**config.mk**
```make
export PLATFORM = sky130hd
export DESIGN_NAME = hammer_hit_detector
export DESIGN_NICKNAME = d
export VERILOG_FILES = /design/src/rtl/hammer_hit_detector.sv
export SDC_FILE = /design/constraint.sdc
export NUM_CORES = 1
export LEC_CHECK = 0
export ABC_AREA = 1
export BUFFER_PORTS_ARGS = -buffer_cell sky130_fd_sc_hd__clkbuf_2
export CORE_MARGIN = 5
export CORE_UTILIZATION = 39
export CTS_CLUSTER_DIAMETER = 150
export DETAILED_ROUTE_END_ITERATION = 16
export GPL_ROUTABILITY_DRIVEN = 0
export GPL_TIMING_DRIVEN = 0
export PLACE_DENSITY = 0.55
export SYNTH_ARGS = -nofsm -noshare
export SYNTH_HDL_FRONTEND = slang
export SYNTH_SLANG_ARGS = --single-unit
```
**constraint.sdc**
```tcl
create_clock -name clk -period 2.1 [get_ports clk]
set_input_delay 0.525 -clock clk [delete_from_list [all_inputs] [get_ports clk]]
set_output_delay 0.525 -clock clk [all_outputs]
set_load 0.01 [all_outputs]
```
**src/rtl/hammer_hit_detector.sv**
```systemverilog
// Hammer front end: switch sync/debounce, per-hole arming, strike FSM.
// HAMMER_HIT_ONEHOT_EN: report only the lowest armed lit hole per strike.
module hammer_hit_detector #(
  parameter int NUM_HOLES         = 5,
  parameter int SYNC_STAGES       = 2,
  parameter int SW_DEBOUNCE_TICKS = 1_000_000,
  parameter int COOLDOWN_TICKS    = 20_000_000,
  parameter int CNT_W             = 25
) (
  input  logic                 clk,
  input  logic                 rst_n,
  input  logic                 enable,
  input  logic [NUM_HOLES-1:0] swith,
  input  logic [NUM_HOLES-1:0] mole_led,
  input  logic                 hammer_pulse,
  output logic [NUM_HOLES-1:0] hit_vec,
  output logic                 miss_pulse,
  output logic [NUM_HOLES-1:0] armed,
  output logic                 busy
);

  typedef enum logic [1:0] {
    S_IDLE,
    S_ARMED,
    S_STRIKE,
    S_COOL
  } state_t;

  localparam logic [CNT_W-1:0] DB_LAST = CNT_W'(SW_DEBOUNCE_TICKS - 1);
  localparam logic [CNT_W-1:0] CD_LAST = CNT_W'(COOLDOWN_TICKS - 1);

  logic [NUM_HOLES-1:0] r_sync [SYNC_STAGES];
  logic [CNT_W-1:0]     r_db_cnt [NUM_HOLES];
  logic [NUM_HOLES-1:0] r_db;
  logic [NUM_HOLES-1:0] r_db_q;
  logic [NUM_HOLES-1:0] r_armed;
  logic [NUM_HOLES-1:0] r_hit;
  logic                 r_miss;
  logic [CNT_W-1:0]     r_cd_cnt;
  state_t               r_state;

  logic [NUM_HOLES-1:0] w_synced;
  logic [NUM_HOLES-1:0] w_rise;
  logic [NUM_HOLES-1:0] w_lit;
  logic [NUM_HOLES-1:0] w_sel;
  logic [NUM_HOLES-1:0] w_armed_nxt;
  logic                 w_strike;
  logic                 w_open;
  logic [CNT_W-1:0]     w_cd_nxt;
  state_t               w_state_nxt;

  assign w_synced = r_sync[SYNC_STAGES-1];
  assign w_rise   = r_db & ~r_db_q;
  assign w_open   = (r_state == S_IDLE) || (r_state == S_ARMED);
  assign w_strike = w_open & enable & hammer_pulse;
  assign w_lit    = r_armed & mole_led;

`ifdef HAMMER_HIT_ONEHOT_EN
  assign w_sel = w_lit & (~w_lit + NUM_HOLES'(1));
`else
  assign w_sel = w_lit;
`endif

  always_ff @(posedge clk or negedge rst_n) begin
    if (!rst_n) begin
      for (int s = 0; s < SYNC_STAGES; s++)
        r_sync[s] <= '0;
    end else begin
      r_sync[0] <= swith;
      for (int s = 1; s < SYNC_STAGES; s++)
        r_sync[s] <= r_sync[s-1];
    end
  end

  // Debounced bit flips only after DB ticks of continuous disagreement
  always_ff @(posedge clk or negedge rst_n) begin
    if (!rst_n) begin
      r_db   <= '0;
      r_db_q <= '0;
      for (int b = 0; b < NUM_HOLES; b++)
        r_db_cnt[b] <= '0;
    end else begin
      r_db_q <= r_db;
      for (int b = 0; b < NUM_HOLES; b++) begin
        if (w_synced[b] == r_db[b]) begin
          r_db_cnt[b] <= '0;
        end else if (r_db_cnt[b] == DB_LAST) begin
          r_db[b]     <= ~r_db[b];
          r_db_cnt[b] <= '0;
        end else begin
          r_db_cnt[b] <= r_db_cnt[b] + CNT_W'(1);
        end
      end
    end
  end

  always_comb begin
    w_armed_nxt = '0;
    if (enable && w_open && !w_strike)
      w_armed_nxt = (r_armed | (w_rise & mole_led)) & mole_led;
  end

  always_comb begin
    w_state_nxt = r_state;
    w_cd_nxt    = '0;
    case (r_state)
      S_IDLE, S_ARMED: begin
        if (w_strike)
          w_state_nxt = S_STRIKE;
        else if (|w_armed_nxt)
          w_state_nxt = S_ARMED;
        else
          w_state_nxt = S_IDLE;
      end
      S_STRIKE: w_state_nxt = S_COOL;
      S_COOL: begin
        if (r_cd_cnt == CD_LAST)
          w_state_nxt = S_IDLE;
        else
          w_cd_nxt = r_cd_cnt + CNT_W'(1);
      end
      default: w_state_nxt = S_IDLE;
    endcase
    if (!enable) begin
      w_state_nxt = S_IDLE;
      w_cd_nxt    = '0;
    end
  end

  always_ff @(posedge clk or negedge rst_n) begin
    if (!rst_n) begin
      r_state  <= S_IDLE;
      r_cd_cnt <= '0;
      r_armed  <= '0;
      r_hit    <= '0;
      r_miss   <= 1'b0;
    end else begin
      r_state  <= w_state_nxt;
      r_cd_cnt <= w_cd_nxt;
      r_armed  <= w_armed_nxt;
      r_hit    <= w_strike ? w_sel : '0;
      r_miss   <= w_strike & ~(|w_lit);
    end
  end

  assign hit_vec    = r_hit;
  assign miss_pulse = r_miss;
  assign armed      = r_armed;
  assign busy       = (r_state == S_STRIKE) || (r_state == S_COOL);

endmodule

```
; Yosys cells after proc, flatten, opt, wreduce, memory -nomap -nowiden
; Cells that the tools add are included.
[totals]
ramBits = 0
romBits = 0
in_bits = 14
output_inout_bits = 12
latchBits = 0
memories = 0
ff_bits = 183
[op_classes]
n_mul = 0
n_addsub = 6
bitwise_logic = 20
muxes = 20
order_cmp = 0
div_mod_pow = 0
n_eq_ne = 15
shifts = 0
reduce_logical = 14
[op_table]
columns = operator, count
row1 = $mux W25, 13
row2 = $add A25 B1 Y25 const B, 6
row3 = $eq A25 B20 Y1 const B, 5
row4 = $eq A25 B25 Y1 const B, 1
row5 = $and A5 B5 Y5, 4
row6 = $not A1 Y1, 11
row7 = $mux W5, 2
row8 = $reduce_and A2 Y1, 5
row9 = $reduce_or A5 Y1, 2
row10 = $mux W2, 3
row11 = $pmux W2 S3, 1
row12 = $eq A1 B1 Y1, 5
row13 = $not A5 Y5, 1
row14 = $or A5 B5 Y5, 1
row15 = $eq A2 B2 Y1 const B, 2
row16 = $and A1 B1 Y1, 3
row17 = $ne A3 B3 Y1 const B, 1
row18 = $eq A2 B1 Y1 const B, 1
row19 = $logic_and A1 B1 Y1, 2
row20 = $logic_not A2 Y1, 1
row21 = $logic_or A1 B1 Y1, 2
row22 = $reduce_or A2 Y1, 1
row23 = $logic_not A1 Y1, 1
row24 = $mux W1, 1

; Depth between registers and ports, before layout
; Gate-level depths: netlist of the first run.
[depth]
ltp_word = 12
depth_mapped = 9
depth_no_buf = 9

; Worst setup path before layout of the first run
; OpenSTA, ideal clock, no wires.
[synth_path]
path_kind = register to register
startpoint = reg r_db_cnt[100] (netlist bit)
endpoint = reg r_db[0]
path_stages_with_launch = 9
t_arrival_ns = 1.394
setup_slack_ns = 0.583
cell_sequence = dfrtp_1 ha_1 nand2_2 nor2_4 nand3_1 nor2_1 nand2_1 o21ai_0 nand2_1
[synth_via]
elab_chain_cells = 2
[synth_lines]
columns = item, line_no
row1 = "start, declared", 33  ; logic [CNT_W-1:0] r_db_cnt [NUM_HOLES];
row2 = "start signal, assigned by index", 91  ; r_db_cnt[b] <= r_db_cnt[b] + CNT_W'(1);
row3 = $eq A25 B20 Y1, 87  ; end else if (r_db_cnt[b] == DB_LAST) begin
row4 = $reduce_and A2 Y1 (no source line), n/a
row5 = "end signal, assigned by index", 88  ; r_db[b] <= ~r_db[b];
row6 = "end, declared", 34  ; logic [NUM_HOLES-1:0] r_db;
; No other way between the ends.
; A chain may end at the register's enable or synchronous reset.

; Final worst setup path of the first run
; Same ends and word-level chain as after synthesis.

==> results of run 1 <==
==> power groups by stage <==
stage	clock network, mW	logic, mW	registers, mW
4_1_cts	3.70	0.252	3.59
6_report	3.59	0.240	3.60
3_5_place_dp	0	0.250	3.66
3_3_place_gp	0	0.241	3.66
2_1_floorplan	0	0.108	3.66
5_1_grt	3.84	0.286	3.60
==> cells in the final DEF (no fill, tap or decap), types with 9 or more instances in the layout <==
cell / netlist / final
clkbuf_2: 0 / 24
or2_2: 12 / 12
xnor2_1: 15 / 15
nand2_2: 6 / 9
nor3b_1: 9 / 9
nor3_1: 18 / 18
clkbuf_1: 11 / 12
o21ai_0: 13 / 13
nor2_1: 431 / 431
xor2_1: 41 / 41
inv_1: 155 / 155
nand3_1: 128 / 128
clkbuf_16: 0 / 17
nand4_1: 26 / 26
nand2_1: 402 / 399
dfrtp_1: 183 / 183
==> area by class of cell <==
cell class              count  area, µm²  area share [%]
repair buffers             26        161            1.40
flip-flops and latches    183       4580            39.6
clock inverters            12        198            1.71
plain buffers              12       52.6           0.454
clock buffers              20        457            3.95
inverters                 156        586            5.06
well taps                 335        419            3.62
multi-input cells        1140       5120            44.2
==> per-stage QoR <==
step           setup WS [ns]  utilization (%)
2_1_floorplan          0.583                -
3_3_place_gp           -3.17             41.7
3_5_place_dp           0.138             41.8
4_1_cts                0.124             44.4
5_1_grt               0.0268             44.4
6_report               0.226             44.4
==> state kept, by name (all words and copies together), names as in the netlist <==
register and count:
armed 5, hit_vec 5, miss_pulse 1, r_cd_cnt 25, r_db 5, r_db_cnt 125, r_db_q 5, r_state 2
r_sync 5, w_synced 5
==> worst max-delay path, stage by stage (launching register included) <==
cell	delay, ns
dfrtp_1	0.42
ha_1	0.28
nand2_2	0.10
nor2_4	0.18
nand3_1	0.10
nor2_1	0.18
nand2_1	0.23
o21ai_0	0.22
nand2_1	0.06
==> cells by family (layout without fill, tap and decap cells) <==
family / count (synthesis) / count (layout) / synth area share (%)
AND/OR/NAND/NOR: 1051 / 1051 / 42.5
XOR/XNOR: 56 / 56 / 4.75
AO/OA/AOI/OAI: 27 / 27 / 1.51
adder cells (fa/ha/maj): 6 / 6 / 0.727
buffers and inverters: 168 / 226 / 6.18
flip-flops: 183 / 183 / 44.4
==> repair_timing <==
action,CTS,global route
setup endpoints to repair,0,6
gates resized for setup,0,4
hold buffers,0,0
==> path summary, 6_finish.rpt <==
path                                endpoint  cells after the start
max in group asynchronous       r_db_cnt[70]                      2
worst max register to register       r_db[0]                      8
worst max-delay path                 r_db[0]                      8
worst min register to register   w_synced[4]                      0
min in group clk                   r_sync[7]                      1
worst min-delay path             r_cd_cnt[5]                      1
==> metal layers <==
metal,track usage (%),vias to the layer above
met2,28.1,139
met5,0,-
met3,2.99,28
li1,-,4713
met4,4.16,0
met1,24.6,4184
==> results.md, run 1 <==
* Routed met2 length at 11.5 mm
* CP max FO at 7
* Total global routing track utilization at 17.4%
* Fmax at 534 MHz
* Initial antenna violation count at 0
* Worst Path Arrival at 2.19 ns
* Setup TNS at 0 ns
* Post-route design area at 11,600 µm²
* Initial Utilization at 39.6%
* Post-synth top flop: dfrtp_1
* Seq cells post-synth at 183
* Crit path launch: r_db_cnt[100]
* Peak supply drop at 0.000461 V
* Syn Inst Count at 1,491
* Post-route ant nets at 0
* R2r startpoint: r_db_cnt[100]
* DR WL/cell at 13.4 µm
* Count of buffers from port buffering at 25
* LEAKAGE at 4.84 nW
* Cell with the most instances after synthesis: nor2_1
* Pwr Total at 7.43 mW
* WL met3 at 750 µm
* Final Max Slew Viols at 0
* Setup violations, final at 0
* Vias in the first global route at 9,018
* CTS root buf: clkbuf_16
* Synth Net Count at 1,511
* Post-layout net count at 1,556
* Post-synth EDFFs at 0
* Final-layout fill cell count at 2,733
* CTS Sinks at 183
* R2R Setup Slk at 0.23 ns
* Via density at 4.81
* Die height at 173 µm
* DR vias at 9,064
* Yosys top cell area share at 44.4%
* Worst slew pin tran at 0.724 ns
* First-pass GRT wire length at 44.0 mm
* Clk network pwr share at 48.3%
* Routed WL at 25.2 mm
* Antenna diodes at 0
* Internal power at 5.80 mW
* Sequential share of power at 48.4%
* WS Path Type: reg -> reg
* Synth async-reset ratio at 100%
* Dpl cell area at 10,900 µm²
* CTS Buf Count at 17
* Area leader, netlist: dfrtp_1
* CTS max path bufs at 2
* Worst Skew at 0.0121 ns
* Final HPWL DP at 19.0 mm
* I/O pin count at 26
* CTS H-tree lvls at 4
* Postcts setup bufs at 0
* Worst skew pair latency at 0.43 ns
* Area Growth Syn to Fin at 12.1%
* Total gr overflow at 0
* Hold slack final at 0.123 ns
* Synth cell count leaders: 431 x nor2_1, 402 x nand2_1, 183 x dfrtp_1
* Sequential area share after synthesis at 44.4%
* Period minus WS final at 1.87 ns
* Logic pwr share at 3.2%
* Psw at 1.63 mW
* DR iter-0 viols at 761
* # DRC at 0
* Metal-1 WL at 12.6 mm
* Status: finished clean
* Row count at 59
* Slew Limit Headroom at 51.7%
* CTS tree: built
* Share of layout cells above drive strength 1 at 6.20%
* First-pass iteration count of the detailed router at 6
* Hold Path Class: in -> async
* Clock Pin Slew Worst Setup and Hold Paths at 0.07 ns
* Fin. Hold Viols at 0
* Die X at 173 µm
* Number of max-cap violations at 0
* Syn avg cell area at 6.92 µm²
* Crit path required time at 2.41 ns
* Startpoint types: register
* Largest cells by area after synthesis: dfrtp_1 44%, nor2_1 16%, nand2_1 15%
* Fin crit share at 89.2%
* PD cells at 642 nW/µm²
* Largest net degree at the start of global routing at 99
* Yosys cell types at 29
* YS warnings at 0
* Total die area at 29,800 µm²
* Highest metal used: met4
* Core box area at 26,100 µm²
* CP endpoint kind: register
* Switching Share at 21.9%
* Synthesized area at 10,300 µm²
* Placed insts at 1,852
* Cell Count, Final, Fillers Out at 1,884
* Unrepaired setup endpoints after global routing: no
(Power assumes the default switching activity.)
==> inputs of run 2 (changes only) <==
Settings changed: RECOVER_POWER set to 25.
==> run 2 against run 1 <==
Power about the same. Worst setup slack improved by 0.0015 ns. Non-clock buffer count is the same. Count of clock-buffer cells in the layout did not move. Largest cell class unchanged. Maximum frequency is essentially flat. Critical endpoint unchanged. Utilization hardly changed. Via count up 0.14%. Hold slack improved by 0.074 ns. Combinational power about the same.
==> results.md, run 2 (synthesis gave the netlist of run 1 again) <==
* Status: finished clean
* Core box area at 26,100 µm² (unchanged)
* Total global routing track utilization at 17.4% (unchanged)
* CTS H-tree lvls at 4 (unchanged)
* CTS Buf Count at 17 (unchanged)
* PD cells at 642 nW/µm² (about the same)
* Routed WL at 25.2 mm (-0.16%)
* Initial antenna violation count at 0 (unchanged)
* Hold Startpoint: swith[2]
* Placed insts at 1,852 (unchanged)
* DR iter-0 viols at 678 (-11%)
* First-pass iteration count of the detailed router at 6 (unchanged)
* Hold Path Class: in -> reg
* CP endpoint kind: register
* Number of max-cap violations at 0 (unchanged)
* Die height at 173 µm (unchanged)
* Die X at 173 µm (unchanged)
* LEAKAGE at 4.83 nW (about the same)
* Fmax at 534 MHz (about the same)
* Total die area at 29,800 µm² (unchanged)
* Cell Count, Final, Fillers Out at 1,884 (unchanged)
* Commonest non-fill, non-tap cell in the layout: nor2_1
* Post-route design area at 11,600 µm² (about the same)
* CTS Sinks at 183 (unchanged)
* R2R Setup Slk at 0.23 ns (about the same)
* Largest Register: r_db_cnt
* WS Path Type: reg -> reg
* CTS max path bufs at 2 (unchanged)
* Unrepaired setup endpoints after global routing: no
* Share of layout cells above drive strength 1 at 6.20% (unchanged)
* Reg-to-Reg End: r_db[0]
* Total gr overflow at 0 (unchanged)
* I/O pin count at 26 (unchanged)
* # DRC at 0 (unchanged)
* Hold Path End: r_sync[7]
* Worst Path Arrival at 2.19 ns (about the same)
* Final Max Slew Viols at 0 (unchanged)
* Dpl ws at 0.138 ns (unchanged)
* CTS Hold Bufs at 0 (unchanged)
* Max reg flops at 125 (unchanged)
* Most frequent cells in the layout: 431 x nor2_1, 399 x nand2_1, 183 x dfrtp_1, 155 x inv_1, 128 x nand3_1
* Post-layout net count at 1,556 (unchanged)
* CTS root buf: clkbuf_16
* Row count at 59 (unchanged)
* Worst hold stages at 1
* CP max FO at 7 (unchanged)
* Dpl cell area at 10,900 µm² (unchanged)
* Post-route ant nets at 0 (unchanged)
* Count of buffers from port buffering at 25 (unchanged)
* Fin crit share at 89.2% (about the same)
* Worst slew pin tran at 1.21 ns (+0.489 ns)
* Initial Utilization at 39.6% (unchanged)
* Setup TNS at 0 ns (unchanged)
* DR WL/cell at 13.4 µm (-0.16%)
* Via density at 4.82 (+0.14%)
* Worst reg2reg path depth at 8 (unchanged)
* Worst Skew at 0.0106 ns (-0.00146 ns)
* DR vias at 9,077 (+0.14%)
* Setup violations, final at 0 (unchanged)
* Area Growth Syn to Fin at 12.0% (about the same)
* Worst skew pair latency at 0.43 ns (about the same)
* Period minus WS final at 1.87 ns (-0.00150 ns)
* Post-route setup slack at 0.228 ns (+0.00150 ns)
* R2r startpoint: r_db_cnt[100]
* Fin. Hold Viols at 0 (unchanged)
* Clock Pin Slew Worst Setup and Hold Paths at 0.07 ns (about the same)
* CTS tree: built
* Vias in the first global route at 9,018 (unchanged)
* Peak supply drop at 0.000462 V (about the same)
* Final HPWL DP at 19.0 mm (unchanged)
* Largest net degree at the start of global routing at 99 (unchanged)
* Pwr Total at 7.43 mW (about the same)
* Top Registers: r_db_cnt: 125 flops, r_cd_cnt: 25 flops
* Slew Limit Headroom at 19.1% (-33 points)
* First-pass GRT wire length at 44.0 mm (unchanged)
* Antenna diodes at 0 (unchanged)
* Crit path required time at 2.42 ns (about the same)
* Startpoint types: register
## run 2: cell counts in the layout (fill, tap and decap cells not counted)
No cell type changed its count.
## run 2: cell type report
class,instances,area [µm²]
Multi-Input combinational cell,1140,5120
Fill cell,2732,14500
Timing Repair Buffer,26,155
Clock inverter,12,198
Buffer,12,52.6
Inverter,156,586
Sequential cell,183,4580
Clock buffer,20,457
Tap cell,335,419
## run 2: worst max-delay path by stage
stage                        startpoint            to  slack (ns)  cells after the start
after floorplan           r_db_cnt[100]       r_db[0]        0.58                      8
after global placement            rst_n  r_db_cnt[44]       -3.17                      1
after detailed placement   r_db_cnt[25]       r_db[3]        0.14                      8
after CTS                  r_db_cnt[25]       r_db[3]        0.12                      8
after global routing       r_db_cnt[25]       r_db[3]        0.03                      8
final                     r_db_cnt[100]       r_db[0]        0.23                      8
## run 2: per-layer routing
layer | GRT usage [%] | share of wire, % | vias to the layer above
met5 | 0 | 0 | -
met4 | 4.16 | 1.5 | 0
met3 | 2.99 | 3.2 | 30
met2 | 28.1 | 46 | 146
met1 | 24.6 | 50 | 4190
li1 | - | - | 4711
## run 2: report_power, final
group / leakage (nW) / internal, mW / total [mW] / switching, mW
Sequential: 2.52 / 3.56 / 3.60 / 0.0343
Clock: 0.316 / 2.18 / 3.59 / 1.41
Combinational: 2.00 / 0.0579 / 0.239 / 0.181
Total: 4.83 / 5.80 / 7.43 / 1.63
## run 2: critical path, stage by stage, from the launching register on
cell and delay (ns):
dfrtp_1 0.42, ha_1 0.28, nand2_2 0.10, nor2_4 0.18, nand3_1 0.10, nor2_1 0.18
nand2_1 0.23, o21ai_0 0.21, nand2_1 0.06
## run 2: through the flow
step                      utilization [%]  hold slack, ns
after detailed placement             41.8           0.335
final                                44.4           0.197
after global placement               41.7           0.332
after floorplan                         -           0.229
after global routing                 44.4           0.183
after CTS                            44.4           0.170
## run 2: repair_timing
| item | in CTS | in global routing |
|---|---|---|
| setup endpoints to repair | 0 | 6 |
| buffers inserted | 0 | 0 |
| endpoints found under the hold margin | 0 | 0 |
| gates resized for setup | 0 | 4 |
